File: config.mk
export PLATFORM = sky130hd
export DESIGN_NAME = rv32i_instr_encoder
export DESIGN_NICKNAME = d
export VERILOG_FILES = /design/src/rtl/rv32i_pkg.sv /design/src/rtl/imm_packer.sv /design/src/rtl/rv32i_instr_encoder.sv
export SDC_FILE = /design/constraint.sdc
export NUM_CORES = 1
export LEC_CHECK = 0
export CAP_MARGIN = 20
export CORE_ASPECT_RATIO = 1.5
export CORE_UTILIZATION = 49
export CTS_BUF_LIST = sky130_fd_sc_hd__clkbuf_8
export DETAILED_ROUTE_END_ITERATION = 7
export GPL_ROUTABILITY_DRIVEN = 0
export HOLD_SLACK_MARGIN = 0.03
export PLACE_DENSITY = 0.8
export SLEW_MARGIN = 25
export SYNTH_ARGS = -nofsm -noshare
export SYNTH_HDL_FRONTEND = slang
export SYNTH_HIERARCHICAL = 1
export SYNTH_SLANG_ARGS = --single-unit
File: constraint.sdc
create_clock -name clk -period 3.1 [get_ports clk]
set_input_delay 0.465 -clock clk [delete_from_list [all_inputs] [get_ports clk]]
set_output_delay 0.465 -clock clk [all_outputs]
set_load 0.1 [all_outputs]
File: src/rtl/rv32i_pkg.sv
// Shared RV32I encoding constants: opcodes, NOP word, immediate ranges and
// the opcode/funct3 -> instruction-format classifier.
package rv32i_pkg;

  localparam logic [6:0] OPC_OP     = 7'b0110011;
  localparam logic [6:0] OPC_OP_IMM = 7'b0010011;
  localparam logic [6:0] OPC_LOAD   = 7'b0000011;
  localparam logic [6:0] OPC_JALR   = 7'b1100111;
  localparam logic [6:0] OPC_STORE  = 7'b0100011;
  localparam logic [6:0] OPC_BRANCH = 7'b1100011;
  localparam logic [6:0] OPC_LUI    = 7'b0110111;
  localparam logic [6:0] OPC_AUIPC  = 7'b0010111;
  localparam logic [6:0] OPC_JAL    = 7'b1101111;

  localparam logic [31:0] NOP_INSTR = 32'h0000_0013;

  localparam int IMM_I_MIN  = -32'sd2048;
  localparam int IMM_I_MAX  = 32'sd2047;
  localparam int IMM_SH_MIN = 32'sd0;
  localparam int IMM_SH_MAX = 32'sd31;
  localparam int IMM_B_MIN  = -32'sd4096;
  localparam int IMM_B_MAX  = 32'sd4094;
  localparam int IMM_J_MIN  = -32'sd1048576;
  localparam int IMM_J_MAX  = 32'sd1048574;

  typedef enum logic [2:0] {
    FMT_R, FMT_I, FMT_SH, FMT_S, FMT_B, FMT_U, FMT_J, FMT_BAD
  } fmt_e;

  function automatic fmt_e get_fmt(input logic [6:0] opcode, input logic [2:0] funct3);
    fmt_e fmt;
    case (opcode)
      OPC_OP:             fmt = FMT_R;
      OPC_OP_IMM:         fmt = ((funct3 == 3'b001) || (funct3 == 3'b101)) ? FMT_SH : FMT_I;
      OPC_LOAD, OPC_JALR: fmt = FMT_I;
      OPC_STORE:          fmt = FMT_S;
      OPC_BRANCH:         fmt = FMT_B;
      OPC_LUI, OPC_AUIPC: fmt = FMT_U;
      OPC_JAL:            fmt = FMT_J;
      default:            fmt = FMT_BAD;
    endcase
    return fmt;
  endfunction

endpackage

File: src/rtl/imm_packer.sv
// Combinational immediate scatter: places the immediate bits at their format's
// positions in the instruction word and reports whether the value is encodable.
module imm_packer
  import rv32i_pkg::*;
(
  input  logic [6:0]  i_opcode,
  input  logic [2:0]  i_funct3,
  input  logic [31:0] i_imm,
  output fmt_e        o_fmt,
  output logic [31:0] o_imm_bits,
  output logic        o_legal
);

  logic signed [31:0] w_imm_s;
  fmt_e               w_fmt;

  assign w_imm_s = $signed(i_imm);
  assign w_fmt   = get_fmt(i_opcode, i_funct3);
  assign o_fmt   = w_fmt;

  // Scatter immediate bits and range-check per format
  always_comb begin
    o_imm_bits = 32'h0000_0000;
    o_legal    = 1'b0;
    case (w_fmt)
      FMT_R: begin
        o_legal = 1'b1;
      end
      FMT_I: begin
        o_imm_bits[31:20] = i_imm[11:0];
        o_legal = (w_imm_s >= IMM_I_MIN) && (w_imm_s <= IMM_I_MAX);
      end
      FMT_SH: begin
        o_imm_bits[24:20] = i_imm[4:0];
        o_legal = (w_imm_s >= IMM_SH_MIN) && (w_imm_s <= IMM_SH_MAX);
      end
      FMT_S: begin
        o_imm_bits[31:25] = i_imm[11:5];
        o_imm_bits[11:7]  = i_imm[4:0];
        o_legal = (w_imm_s >= IMM_I_MIN) && (w_imm_s <= IMM_I_MAX);
      end
      FMT_B: begin
        o_imm_bits[31]    = i_imm[12];
        o_imm_bits[30:25] = i_imm[10:5];
        o_imm_bits[11:8]  = i_imm[4:1];
        o_imm_bits[7]     = i_imm[11];
        o_legal = (w_imm_s >= IMM_B_MIN) && (w_imm_s <= IMM_B_MAX) && (i_imm[0] == 1'b0);
      end
      FMT_U: begin
        o_imm_bits[31:12] = i_imm[31:12];
        o_legal = (i_imm[11:0] == 12'h000);
      end
      FMT_J: begin
        o_imm_bits[31]    = i_imm[20];
        o_imm_bits[30:21] = i_imm[10:1];
        o_imm_bits[20]    = i_imm[11];
        o_imm_bits[19:12] = i_imm[19:12];
        o_legal = (w_imm_s >= IMM_J_MIN) && (w_imm_s <= IMM_J_MAX) && (i_imm[0] == 1'b0);
      end
      default: begin
        o_imm_bits = 32'h0000_0000;
        o_legal    = 1'b0;
      end
    endcase
  end

endmodule

File: src/rtl/rv32i_instr_encoder.sv
// Streaming RV32I encoder: assembles instruction words from decoded fields and
// emits them through one valid/ready register stage with sequential addresses.
module rv32i_instr_encoder
  import rv32i_pkg::*;
#(
  parameter int                ADDR_W    = 32,
  parameter logic [ADDR_W-1:0] BASE_ADDR = '0
) (
  input  logic              clk,
  input  logic              rst,
  input  logic              clear,
  input  logic              in_valid,
  output logic              in_ready,
  input  logic [6:0]        in_opcode,
  input  logic [4:0]        in_rd,
  input  logic [4:0]        in_rs1,
  input  logic [4:0]        in_rs2,
  input  logic [2:0]        in_funct3,
  input  logic [6:0]        in_funct7,
  input  logic [31:0]       in_imm,
  output logic              out_valid,
  input  logic              out_ready,
  output logic [31:0]       out_instr,
  output logic [ADDR_W-1:0] out_addr,
  output logic              out_err,
  output logic [7:0]        err_count
);

  localparam logic [ADDR_W-1:0] ADDR_STEP = ADDR_W'(4);

  fmt_e              w_fmt;
  logic [31:0]       w_imm_bits;
  logic              w_legal;
  logic [31:0]       w_word;
  logic [31:0]       w_instr;
  logic              w_accept;
  logic              w_out_hs;

  logic              r_out_valid;
  logic [31:0]       r_out_instr;
  logic [ADDR_W-1:0] r_out_addr;
  logic              r_out_err;
  logic [7:0]        r_err_count;

  imm_packer u_imm_packer (
    .i_opcode   (in_opcode),
    .i_funct3   (in_funct3),
    .i_imm      (in_imm),
    .o_fmt      (w_fmt),
    .o_imm_bits (w_imm_bits),
    .o_legal    (w_legal)
  );

  // Register/funct fields per format; immediate bits are OR-ed in from the packer
  always_comb begin
    w_word = NOP_INSTR;
    case (w_fmt)
      FMT_R:        w_word = {in_funct7, in_rs2, in_rs1, in_funct3, in_rd, in_opcode};
      FMT_I:        w_word = {12'h000, in_rs1, in_funct3, in_rd, in_opcode} | w_imm_bits;
      FMT_SH:       w_word = {in_funct7, 5'h00, in_rs1, in_funct3, in_rd, in_opcode} | w_imm_bits;
      FMT_S, FMT_B: w_word = {7'h00, in_rs2, in_rs1, in_funct3, 5'h00, in_opcode} | w_imm_bits;
      FMT_U, FMT_J: w_word = {20'h00000, in_rd, in_opcode} | w_imm_bits;
      default:      w_word = NOP_INSTR;
    endcase
  end

  assign w_instr  = w_legal ? w_word : NOP_INSTR;
  assign in_ready = !r_out_valid || out_ready;
  assign w_accept = in_valid && in_ready;
  assign w_out_hs = r_out_valid && out_ready;

  // Output stage, address counter and saturating error counter; clear beats handshakes
  always_ff @(posedge clk or posedge rst) begin
    if (rst) begin
      r_out_valid <= 1'b0;
      r_out_instr <= 32'h0000_0000;
      r_out_addr  <= BASE_ADDR;
      r_out_err   <= 1'b0;
      r_err_count <= 8'h00;
    end else if (clear) begin
      r_out_valid <= 1'b0;
      r_out_instr <= 32'h0000_0000;
      r_out_addr  <= BASE_ADDR;
      r_out_err   <= 1'b0;
      r_err_count <= 8'h00;
    end else begin
      if (w_out_hs) begin
        r_out_addr <= r_out_addr + ADDR_STEP;
      end
      if (w_accept) begin
        r_out_valid <= 1'b1;
        r_out_instr <= w_instr;
        r_out_err   <= !w_legal;
        if (!w_legal && (r_err_count != 8'hFF)) begin
          r_err_count <= r_err_count + 8'h01;
        end
      end else if (w_out_hs) begin
        r_out_valid <= 1'b0;
      end
    end
  end

  assign out_valid = r_out_valid;
  assign out_instr = r_out_instr;
  assign out_addr  = r_out_addr;
  assign out_err   = r_out_err;
  assign err_count = r_err_count;

endmodule

==> run_results.csv, run 1 <==
group,metric,value,unit
run_status,status,"complete, no violations",
logic_synthesis,syn_area,4822,um2
clock_network,htree_levels,3,
timing,worstMarginPinSlew,0.7503,ns
die,fp.dieW,83,um
grt,overflow,0,
critical_path,timing.rr.start,"out_addr[2]$_DFFE_PP0N_",
power_and_ir_drop,powerDensity,325.6,nW/um2
timing,setup_ws,0.3016,ns
critical_path,crit_arrival,3.09,ns
logic_synthesis,ys_ff_latch,72,
critical_path,cp_top_family,"simple AND/OR/NAND/NOR gates",
logic_synthesis,synthTopCellsByArea,"dfrtp_1, a21oi_1, a22o_1, nor2b_1, nor2_1",
place,port_buffers,141,
grt,antenna_found_initial,0,
clock_network,hold_buffers,0,
critical_path,cp_cell_sequence,"clkdlybuf4s50_1 -> nor2b_1 -> nor3_1 -> o21a_1 -> a32oi_1 -> o21ai_0 -> inv_1 -> o2111ai_1 -> buf_4 -> or4_1 -> a21oi_1",
drt,route.met2.wl,7.511,mm
place,dp_slack,-0.02963,ns
timing,setup_viol,0,
power_and_ir_drop,vdd_drop_max,0.0002181,V
drt,drc_errors,0,
die,dieHeight,123.5,um
cells_and_area,antenna_cells,0,
cells_and_area,layout-drive-gt1-share,0.1933,
clock_network,ctsLongestPathBuffers,2,
logic_synthesis,synthCells,562,
clock_network,cts_root_buf,"clkbuf_8",
place,dp.cells,813,
critical_path,rrSetupSlack,1.17,ns
drt,wl_per_cell,17.19,um
cells_and_area,nFillCells,802,
cells_and_area,layout.nets,780,
timing,min_period,2.798,ns
grt,grt_pass1_vias,4799,
logic_synthesis,ys_seq_area_frac,0.3736,
cells_and_area,final_cells,829,
critical_path,startpoint_type,"input port",
timing,drv_slew,0,
power_and_ir_drop,p_leak,2.737,nW
logic_synthesis,async_reset_ff_frac,1.000,
worst_hold_path,hold_start,"out_instr[2]$_DFFE_PP0P_",
timing,finClkSkew,0.009257,ns
drt,wl_met3,896,um
drt,finalWirelength,14.25,mm
worst_hold_path,hold-path-cell-count,2,
drt,met1_length,5.371,mm
logic_synthesis,synth.avg_cell_area,8.580,um2
drt,drt.antenna.violating_nets,0,
cells_and_area,area_growth,34.43,%
die,dieArea,10250,um2
logic_synthesis,synth_top_area_cell,"dfrtp_1",
clock_network,path_clk_slew,0.08,ns
timing,period_share,0.9027,
clock_network,cts_buffers,9,
critical_path,critical_path.reg2reg.endpoint,"out_addr[26]$_DFFE_PP0N_",
die,pin_count,144,
clock_network,postCtsSetupRepairBufs,0,
drt,dr.first_iter.drc_count,302,
drt,via_per_inst,6.171,
logic_synthesis,synth_ff_type,"dfrtp_1",
worst_hold_path,min_to,"out_instr[2]$_DFFE_PP0P_",
critical_path,path_class,"in -> reg",
timing,rsz0062_at_grt,"no",
drt,num_vias,5116,
logic_synthesis,synth_top_area_frac,0.3736,
die,num_rows,44,
critical_path,reg2reg_depth,6,
timing,relSlewSlack,0.4991,
clock_network,cts-resized-gates,0,
logic_synthesis,synth_edf_count,0,
timing,clock.fmax,357.4,MHz
die,core,9634,um2
grt,gr-usage-all-layers,0.2729,
critical_path,slowest_delay,0.49,ns
die,start_util,0.5005,
grt,grt_pass1_wl,22.16,mm
drt,drt-pass1-iter-count,5,
worst_hold_path,hp-class,"reg -> reg",
critical_path,cp.required,3.39,ns
critical_path,crit_path_max_fanout,14,
clock_network,cts_tree,"built",
logic_synthesis,ys_warn_count,6,
place,hpwl,10.63,mm
run,max-cap-violations,0,
critical_path,slowest_stage,"clkdlybuf4s50_1",
logic_synthesis,synth_cell_type_count,57,
timing,finalHoldViolations,0,
clock_network,clock-sinks,72,
drt,top_layer_used,"met4",
critical_path,cp.buffers_inverters,3,
critical_path,worstSetupEndpointType,"flop",
grt,grt_max_degree,40,
clock_network,clock_latency,0.36,ns
timing,tns,0,ns
==> registers in the layout, summed over array words and instances, names as in the netlist <==
| register | count |
|---|---|
| out_instr | 32 |
| err_count | 8 |
| out_valid | 1 |
| out_err | 1 |
| out_addr | 30 |
==> tightest hold or removal path: cells and delay by family, from the launching register on <==
| family | cells | cell delay, ns |
|---|---|---|
| and+or+nand+nor | 1 | 0.04 |
| DFF | 1 | 0.35 |
| AOI/OAI and AO/OA | 1 | 0.06 |
==> power by group <==
group          switching [mW]  total, mW  internal (mW)
clock network           0.361      0.768          0.407
registers             0.00971      0.957          0.947
logic                   0.234      0.385          0.151
==> cells in the mapped netlist, drive strengths merged, types with 2 or more instances <==
cell	number
a211o	5
a211oi	2
a21oi	64
a22o	31
a32o	7
and2	7
and4	7
buf	30
clkbuf	13
conb	2
dfrtp	72
ha	2
inv	20
maj3	8
mux2	4
mux2i	7
nand2	33
nand3	17
nand3b	2
nand4	19
nor2	44
nor2b	27
nor3	14
nor4	13
nor4b	2
o2111ai	2
o21a	5
o21ai	25
o22a	2
o22ai	13
o31ai	13
or2	3
or3	13
or4	12
xnor2	4
xor2	8
==> how the worst max path moves through the flow <==
| stage | startpoint | endpoint | slack [ns] | cells past startpoint |
|---|---|---|---|---|
| floorplan | out_valid$_DFFE_PP0P_ | out_instr[2]$_DFFE_PP0P_ | 0.11 | 6 |
| CTS | in_funct3[0] | out_instr[12]$_DFFE_PP0P_ | 0.34 | 11 |
| detailed placement | in_funct3[0] | err_count[7]$_DFFE_PP0P_ | -0.03 | 11 |
| global placement | in_opcode[6] | err_count[7]$_DFFE_PP0P_ | 0.03 | 11 |
| global route | in_imm[27] | out_instr[24]$_DFFE_PP0P_ | 0.03 | 10 |
| finish | in_funct3[0] | err_count[7]$_DFFE_PP0P_ | 0.30 | 11 |
==> metrics by stage <==
step	power [mW]	cell area (um2)	hold WS, ns	utilization
finish	2.111	6482	0.4800	0.6729
global route	2.192	6482	0.5206	0.6729
CTS	2.123	6482	0.4884	0.6729
detailed placement	1.358	6284	0.4721	0.6522
global placement	1.351	6284	0.4665	0.6522
floorplan	1.186	4848	0.5892	-
==> layer usage <==
| layer | vias to the layer above | GRT usage |
|---|---|---|
| met4 | 0 | 0.1541 |
| met5 | - | 0 |
| met3 | 36 | 0.04606 |
| met2 | 243 | 0.5061 |
| li1 | 2380 | - |
| met1 | 2457 | 0.2937 |
==> area by class of cell <==
| cell class | instances | area, um2 | share of cell area |
|---|---|---|---|
| Clock buffer | 11 | 151.4 | 0.02335 |
| Sequential cell | 72 | 1802 | 0.2779 |
| Clock inverter | 5 | 47.55 | 0.007334 |
| Tap cell | 115 | 143.9 | 0.02220 |
| Multi-Input combinational cell | 434 | 2744 | 0.4233 |
| Inverter | 20 | 75.07 | 0.01158 |
| Timing Repair Buffer | 172 | 1519 | 0.2343 |
==> layout by cell type, fill, tap and decap left out, types with 3 or more instances in the layout <==
master and count:
buf_12 5, nand3_1 17, o31ai_1 13, o22ai_1 13, clkbuf_8 11, clkdlybuf4s50_1 67
a22o_2 3, or3_1 11, a22o_1 28, a32o_1 7, nand2_1 33, mux2_2 4
nor2_1 44, xnor2_1 4, o21a_1 5, nor3_1 14, and2_1 7, xor2_1 8
o21ai_0 25, buf_4 99, conb_1 9, a211o_1 5, dfrtp_1 72, nand4_1 18
mux2i_1 7, maj3_1 8, inv_1 21, and4_1 6, nor2b_1 27, nor4_1 13
a21oi_1 62, or4_1 12
==> kinds of logic after synthesis <==
kind of cell	synth area share
adder cells (fa/ha/maj)	0.02180
other	0.001557
XOR/XNOR	0.02180
AO/OA/AOI/OAI	0.2382
flip-flops	0.3736
buffers and inverters	0.06513
AND/OR/NAND/NOR	0.2540
multiplexers	0.02387
(Power assumes the default switching activity.)
==> inputs of run 2 (changes only) <==
--- a/config.mk
+++ b/config.mk
@@ -7,14 +7,13 @@
 export LEC_CHECK = 0
 export CAP_MARGIN = 20
 export CORE_ASPECT_RATIO = 1.5
-export CORE_UTILIZATION = 49
+export CORE_UTILIZATION = 47
 export CTS_BUF_LIST = sky130_fd_sc_hd__clkbuf_8
 export DETAILED_ROUTE_END_ITERATION = 7
 export GPL_ROUTABILITY_DRIVEN = 0
 export HOLD_SLACK_MARGIN = 0.03
-export PLACE_DENSITY = 0.8
+export PLACE_DENSITY = 0.81
 export SLEW_MARGIN = 25
 export SYNTH_ARGS = -nofsm -noshare
 export SYNTH_HDL_FRONTEND = slang
-export SYNTH_HIERARCHICAL = 1
 export SYNTH_SLANG_ARGS = --single-unit
==> run 2 against run 1 <==
Net effect:
- combinational power shrank 15%
- die area is 14% lower
- fmax up 2.2%
- critical path depth down 2
- highest routed layer unchanged
- critical endpoint unchanged
- total power is 0.65% lower
==> run_results.csv, run 2 <==
group,metric,value,unit
run_status,status,"complete, no violations",
drt,finalWirelength,11.90,mm
drt,via_per_inst,5.837,
timing,clock.fmax,365.4,MHz
logic_synthesis,synth_top_area_frac,0.4518,
critical_path,cp_cell_sequence,"clkdlybuf4s50_1 -> or4_1 -> nor4_2 -> a32o_1 -> nor2_1 -> nor3_2 -> buf_4 -> o31ai_1 -> a21oi_1",
clock_network,hold_buffers,0,
clock_network,ctsLongestPathBuffers,2,
grt,grt_max_degree,52,
cells_and_area,stdcell_area,5632,um2
grt,overflow,0,
die,dieHeight,114.8,um
critical_path,path_class,"in -> reg",
clock_network,clock_latency,0.35,ns
critical_path,crit_path_max_fanout,8,
power_and_ir_drop,p_sw_frac,0.2659,
power_and_ir_drop,p_leak,2.529,nW
die,start_util,0.4918,
timing,tns,0,ns
timing,period_share,0.8829,
die,num_rows,40,
timing,worstMarginPinSlew,0.5772,ns
clock_network,path_clk_slew,0.08,ns
clock_network,cts_buffers,9,
critical_path,slowest_stage,"or4_1",
cells_and_area,layout.nets,666,
critical_path,crit_arrival,3.02,ns
grt,antenna_found_initial,0,
logic_synthesis,async_reset_ff_frac,1.000,
critical_path,startpoint_type,"input port",
die,fp.dieW,77.21,um
cells_and_area,final_common_cell,"buf_4",
logic_synthesis,ys_ff_latch,72,
logic_synthesis,ys_seq_area_frac,0.4518,
power_and_ir_drop,p_seq_frac,0.456,
place,placed_area,5418,um2
timing,finalHoldViolations,0,
timing,rsz0062_at_grt,"no",
worst_hold_path,hp-class,"in -> async",
cells_and_area,antenna_cells,0,
logic_synthesis,synthCells,439,
power_and_ir_drop,comb_power_share,0.156,
run,max-cap-violations,0,
logic_synthesis,syn_area,3988,um2
timing,drv_slew,0,
logic_synthesis,synth.avg_cell_area,9.083,um2
critical_path,slowest_delay,0.53,ns
drt,num_vias,4115,
cells_and_area,seq_area,1802,um2
timing,min_period,2.737,ns
die,dieArea,8864,um2
drt,drt-pass1-iter-count,7,
logic_synthesis,synth_ff_type,"dfrtp_1",
grt,gr-usage-all-layers,0.2800,
place,hpwl,9.111,mm
critical_path,cp_top_family,"simple AND/OR/NAND/NOR gates",
cells_and_area,layout-drive-gt1-share,0.2067,
power_and_ir_drop,vdd_drop_max,0.0001964,V
drt,dr.first_iter.drc_count,237,
timing,finClkSkew,0.008329,ns
drt,wl_per_cell,16.89,um
clock_network,cts_tree,"built",
logic_synthesis,synth_common_cells,"dfrtp_1, nand2_1, nor2_1",
grt,grt_pass1_wl,19.49,mm
logic_synthesis,ys_warn_count,0,
logic_synthesis,synth_edf_count,0,
place,port_buffers,141,
clock_network,cts_root_buf,"clkbuf_8",
timing,setup_viol,0,
logic_synthesis,synth_top_area_cell,"dfrtp_1",
logic_synthesis,synthTopCellsByArea,"dfrtp_1, nand2_1, xor2_1, nor2_1, a222oi_1",
timing,relSlewSlack,0.6111,
power_and_ir_drop,powerDensity,372.3,nW/um2
cells_and_area,final_cell_mix,"buf_4, dfrtp_1, clkdlybuf4s50_1",
critical_path,cp.required,3.38,ns
cells_and_area,nFillCells,658,
cells_and_area,largest_reg_flops,32,
grt,grt_pass1_vias,4164,
cells_and_area,multi_input_area,2052,um2
power_and_ir_drop,p_clk_frac,0.387,
logic_synthesis,synth.most_common_cell,"dfrtp_1",
critical_path,cp.buffers_inverters,2,
die,pin_count,144,
power_and_ir_drop,p_switching,557.5,uW
logic_synthesis,synth_cell_type_count,55,
power_and_ir_drop,intPower,1.539,mW
clock_network,clock-sinks,72,
clock_network,htree_levels,3,
clock_network,postCtsSetupRepairBufs,0,
critical_path,worstSetupEndpointType,"flop",
drt,drc_errors,0,
drt,drt.antenna.violating_nets,0,
die,core,8108,um2
clock_network,cts-resized-gates,0,
cells_and_area,area_growth,41.23,%
==> run 2: cell types whose count changed in the layout (fill, tap and decap cells not counted), sizes merged, moves of 11 or more <==
cell / before / now
a22oi: 1 / 12
and3: 0 / 12
a22o: 31 / 0
xor2: 8 / 19
nand2: 33 / 62
buf: 105 / 93
nor2b: 27 / 6
a222oi: 0 / 13
o22ai: 13 / 0
a21oi: 64 / 14
o21ai: 25 / 38
==> run 2: layout make-up <==
| cell class | count | share of cell area |
|---|---|---|
| clock inverter | 6 | 0.01355 |
| inverter | 11 | 0.007332 |
| clock buffer | 10 | 0.02444 |
| multi-input combinational | 340 | 0.3644 |
| tap | 105 | 0.02333 |
| sequential | 72 | 0.3199 |
| timing repair buffer | 161 | 0.2471 |
==> run 2: layer usage <==
metal,vias up,part of all wire,GRT usage
met5,-,0,0
met2,204,0.52,0.4973
met3,32,0.064,0.04762
met1,1971,0.37,0.3116
met4,0,0.038,0.1711
li1,1908,-,-
==> run 2: path summary, 6_finish.rpt <==
check                                          start                         to  slack [ns]  cells after the start
max                                       in_imm[13]   err_count[7]$_DFFE_PP0P_        0.36                      9
min                                              rst   out_instr[6]$_DFFE_PP0P_        0.49                      2
max reg2reg                    out_valid$_DFFE_PP0P_   out_addr[23]$_DFFE_PP0N_        1.03                      6
min reg2reg                out_instr[11]$_DFFE_PP0P_  out_instr[11]$_DFFE_PP0P_        0.49                      2
max in group asynchronous                        rst  out_instr[28]$_DFFE_PP0P_        1.96                      3
min in group clk           out_instr[11]$_DFFE_PP0P_  out_instr[11]$_DFFE_PP0P_        0.49                      2
==> run 2: cell families (layout without fill, tap and decap cells) <==
logic type                 count (synthesis)  after routing  share of synthesized area
AOI/OAI and AO/OA                         95             95                     0.1644
xor gates and xnor gates                  26             26                    0.05711
adders and majority gates                  2              2                   0.006274
buffers and inverters                     28            188                    0.03577
DFF                                       72             72                     0.4518
muxes                                      3              3                    0.01004
other                                      1              2                  0.0009404
and+or+nand+nor                          212            212                     0.2736
==> run 2: power groups by stage <==
stage / sequential [mW] / clock, mW / combinational, mW
2_1_floorplan: 1.04 / 0 / 0.103
3_3_place_gp: 0.974 / 0 / 0.322
3_5_place_dp: 0.975 / 0 / 0.327
4_1_cts: 0.957 / 0.830 / 0.327
5_1_grt: 0.958 / 0.874 / 0.347
6_report: 0.957 / 0.812 / 0.328
==> run 2: per-stage QoR <==
step	total power [mW]	instances	utilization	hold slack (ns)	setup slack (ns)
finish	2.097	705	0.6946	0.4851	0.3630
global route	2.179	705	0.6946	0.5202	0.1639
CTS	2.114	705	0.6946	0.4814	0.4097
detailed placement	1.301	689	0.6682	0.4775	0.02902
global placement	1.296	689	0.6682	0.4672	0.1113
floorplan	1.139	440	-	0.5892	0.03184
==> inputs of run 3 (changes only) <==
--- a/config.mk
+++ b/config.mk
@@ -5,14 +5,15 @@
 export SDC_FILE = /design/constraint.sdc
 export NUM_CORES = 1
 export LEC_CHECK = 0
+export ABC_AREA = 1
 export CAP_MARGIN = 20
-export CORE_ASPECT_RATIO = 1.5
-export CORE_UTILIZATION = 47
+export CORE_ASPECT_RATIO = 0.9
+export CORE_UTILIZATION = 48
 export CTS_BUF_LIST = sky130_fd_sc_hd__clkbuf_8
 export DETAILED_ROUTE_END_ITERATION = 7
 export GPL_ROUTABILITY_DRIVEN = 0
 export HOLD_SLACK_MARGIN = 0.03
-export PLACE_DENSITY = 0.81
+export PLACE_DENSITY = 0.8
 export SLEW_MARGIN = 25
 export SYNTH_ARGS = -nofsm -noshare
 export SYNTH_HDL_FRONTEND = slang
==> run 3 against run 2 <==
Net effect:
- cell count increased by 31%
- first-iteration DRC count rose by 36%
- synthesized area rose by 13%
- critical path depth grew 5
- hold slack lost 0.0060 ns
==> run_results.csv, run 3 <==
group,metric,value,unit
grt,grt_pass1_wl,21.74,mm
timing,min_period,2.438,ns
run,max-cap-violations,0,
critical_path,crit_arrival,2.68,ns
critical_path,slowest_delay,0.50,ns
die,num_rows,33,
critical_path,slowest_stage,"clkdlybuf4s50_1",
clock_network,cts_tree,"built",
timing,finalHoldViolations,0,
critical_path,cp_top_family,"simple AND/OR/NAND/NOR gates",
die,start_util,0.4944,
clock_network,clock-sinks,72,
drt,drt-pass1-iter-count,6,
cells_and_area,largest_reg_flops,32,
drt,dr.first_iter.drc_count,322,
critical_path,cp.required,3.34,ns
cells_and_area,nFillCells,767,
die,dieArea,9792,um2
drt,finalWirelength,13.18,mm
logic_synthesis,synthCells,650,
clock_network,cts_buffers,9,
grt,grt_max_degree,41,
logic_synthesis,ys_seq_area_frac,0.3993,
cells_and_area,multi_input_area,2366,um2
grt,antenna_found_initial,0,
clock_network,hold_buffers,0,
critical_path,crit_path_max_fanout,15,
logic_synthesis,synth_top_area_frac,0.3993,
logic_synthesis,synth_common_cells,"nand2_1, nor2_1, dfrtp_1",
worst_hold_path,hp-class,"reg -> reg",
logic_synthesis,synth.avg_cell_area,6.941,um2
die,pin_count,144,
timing,clock.fmax,410.3,MHz
clock_network,ctsLongestPathBuffers,2,
cells_and_area,stdcell_area,6110,um2
logic_synthesis,syn_area,4512,um2
cells_and_area,final_cell_mix,"nand2_1, nor2_1, buf_4",
critical_path,startpoint_type,"input port",
logic_synthesis,synthTopCellsByArea,"dfrtp_1, nand2_1, nor2_1, inv_1, o21ai_0",
critical_path,path_class,"in -> reg",
drt,drt.antenna.violating_nets,0,
power_and_ir_drop,powerDensity,377.3,nW/um2
cells_and_area,seq_area,1802,um2
critical_path,cp.buffers_inverters,3,
logic_synthesis,synth_edf_count,0,
cells_and_area,final_common_cell,"nand2_1",
critical_path,cp_cell_sequence,"clkdlybuf4s50_1 -> inv_2 -> nand2_1 -> nor2_1 -> nand2_1 -> nor2_1 -> nor2_1 -> o21ai_2 -> nand2_1 -> nor2_2 -> nand2_2 -> nand2_2 -> buf_4 -> o21ai_2",
drt,drc_errors,0,
logic_synthesis,synth_ff_type,"dfrtp_1",
clock_network,postCtsSetupRepairBufs,0,
power_and_ir_drop,vdd_drop_max,0.0002001,V
timing,rsz0062_at_grt,"no",
critical_path,worstSetupEndpointType,"flop",
clock_network,htree_levels,3,
cells_and_area,layout-drive-gt1-share,0.1575,
power_and_ir_drop,p_leak,2.904,nW
timing,drv_slew,0,
cells_and_area,layout.nets,866,
logic_synthesis,async_reset_ff_frac,1.000,
cells_and_area,area_growth,35.41,%
clock_network,cts-resized-gates,0,
place,port_buffers,141,
timing,tns,0,ns
clock_network,path_clk_slew,0.08,ns
drt,num_vias,5014,
logic_synthesis,synth_cell_type_count,37,
drt,wl_per_cell,14.29,um
place,placed_area,5866,um2
timing,finClkSkew,0.01428,ns
logic_synthesis,ys_warn_count,0,
logic_synthesis,synth_top_area_cell,"dfrtp_1",
timing,relSlewSlack,0.3766,
die,core,9125,um2
timing,setup_viol,0,
grt,gr-usage-all-layers,0.2773,
clock_network,clock_latency,0.36,ns
clock_network,cts_root_buf,"clkbuf_8",
logic_synthesis,synth.most_common_cell,"nand2_1",
timing,period_share,0.7863,
run_status,status,"complete, no violations",
grt,overflow,0,
grt,grt_pass1_vias,4641,
logic_synthesis,ys_ff_latch,72,
cells_and_area,antenna_cells,0,
place,hpwl,10.31,mm
die,fp.dieW,104.2,um
die,dieHeight,93.98,um
drt,via_per_inst,5.438,
timing,worstMarginPinSlew,0.9341,ns
run 3: cell count changes in the layout (fill, tap and decap cells not counted), moves of 20 or more:
cell,before,now
nand2_1,61,185
inv_1,13,67
nor2_1,43,83
o21ai_0,18,50
nand3_1,19,43
a21oi_1,14,37
o21ai_1,20,0
run 3: power breakdown:
part	switching (mW)	internal, mW	total (mW)
registers	0.0146	0.952	0.967
logic	0.279	0.138	0.416
clock network	0.384	0.537	0.922
run 3: worst min-delay path: stages, from the launching register on:
cell     delay [ns]
dfrtp_1        0.35
nand2_1        0.05
nand2_1        0.05
run 3: final timing paths:
path,from,to,slack (ns),cells past startpoint
min reg2reg,out_instr[0]$_DFFE_PP0P_,out_instr[0]$_DFFE_PP0P_,0.48,2
max in group asynchronous,rst,out_addr[2]$_DFFE_PP0N_,1.82,3
min in group asynchronous,rst,out_instr[15]$_DFFE_PP0P_,0.61,2
max,in_opcode[6],out_instr[13]$_DFFE_PP0P_,0.66,14
max reg2reg,out_addr[2]$_DFFE_PP0N_,out_addr[24]$_DFFE_PP0N_,0.79,12
min,out_instr[0]$_DFFE_PP0P_,out_instr[0]$_DFFE_PP0P_,0.48,2
run 3: cells by family (layout without fill, tap and decap cells):
logic type,Yosys count,count (layout),synth area share
buffers and inverters,83,232,0.07709
XOR/XNOR,7,7,0.01359
flip-flops,72,72,0.3993
AND/OR/NAND/NOR,366,366,0.3516
AO/OA/AOI/OAI,119,119,0.1520
adder cells (fa/ha/maj),2,2,0.005545
other,1,2,0.0008311
run 3: layout make-up:
type / count / area share
Inverter: 69 / 0.04239
Multi-Input combinational cell: 496 / 0.3873
Tap cell: 122 / 0.02498
Sequential cell: 72 / 0.2949
Timing Repair Buffer: 147 / 0.2105
Clock buffer: 9 / 0.02027
Clock inverter: 7 / 0.01966
run 3: per-layer routing:
layer / vias to the layer above / track usage / wire length, um
met5: - / 0 / 0
met3: 35 / 0.04161 / 1204
met4: 0 / 0.09762 / 294
met2: 301 / 0.4722 / 6156
li1: 2414 / - / -
met1: 2264 / 0.3615 / 5522
run 3: stage by stage:
step / utilization / hold WS (ns) / std cells / worst slack (ns) / power [mW]
finish: 0.6695 / 0.4791 / 922 / 0.6625 / 2.305
global route: 0.6695 / 0.5044 / 922 / 0.4498 / 2.381
CTS: 0.6695 / 0.4840 / 922 / 0.7157 / 2.318
detailed placement: 0.6428 / 0.4641 / 906 / 0.3435 / 1.401
global placement: 0.6428 / 0.4613 / 906 / 0.4619 / 1.394
floorplan: - / 0.5937 / 651 / 0.3206 / 1.226
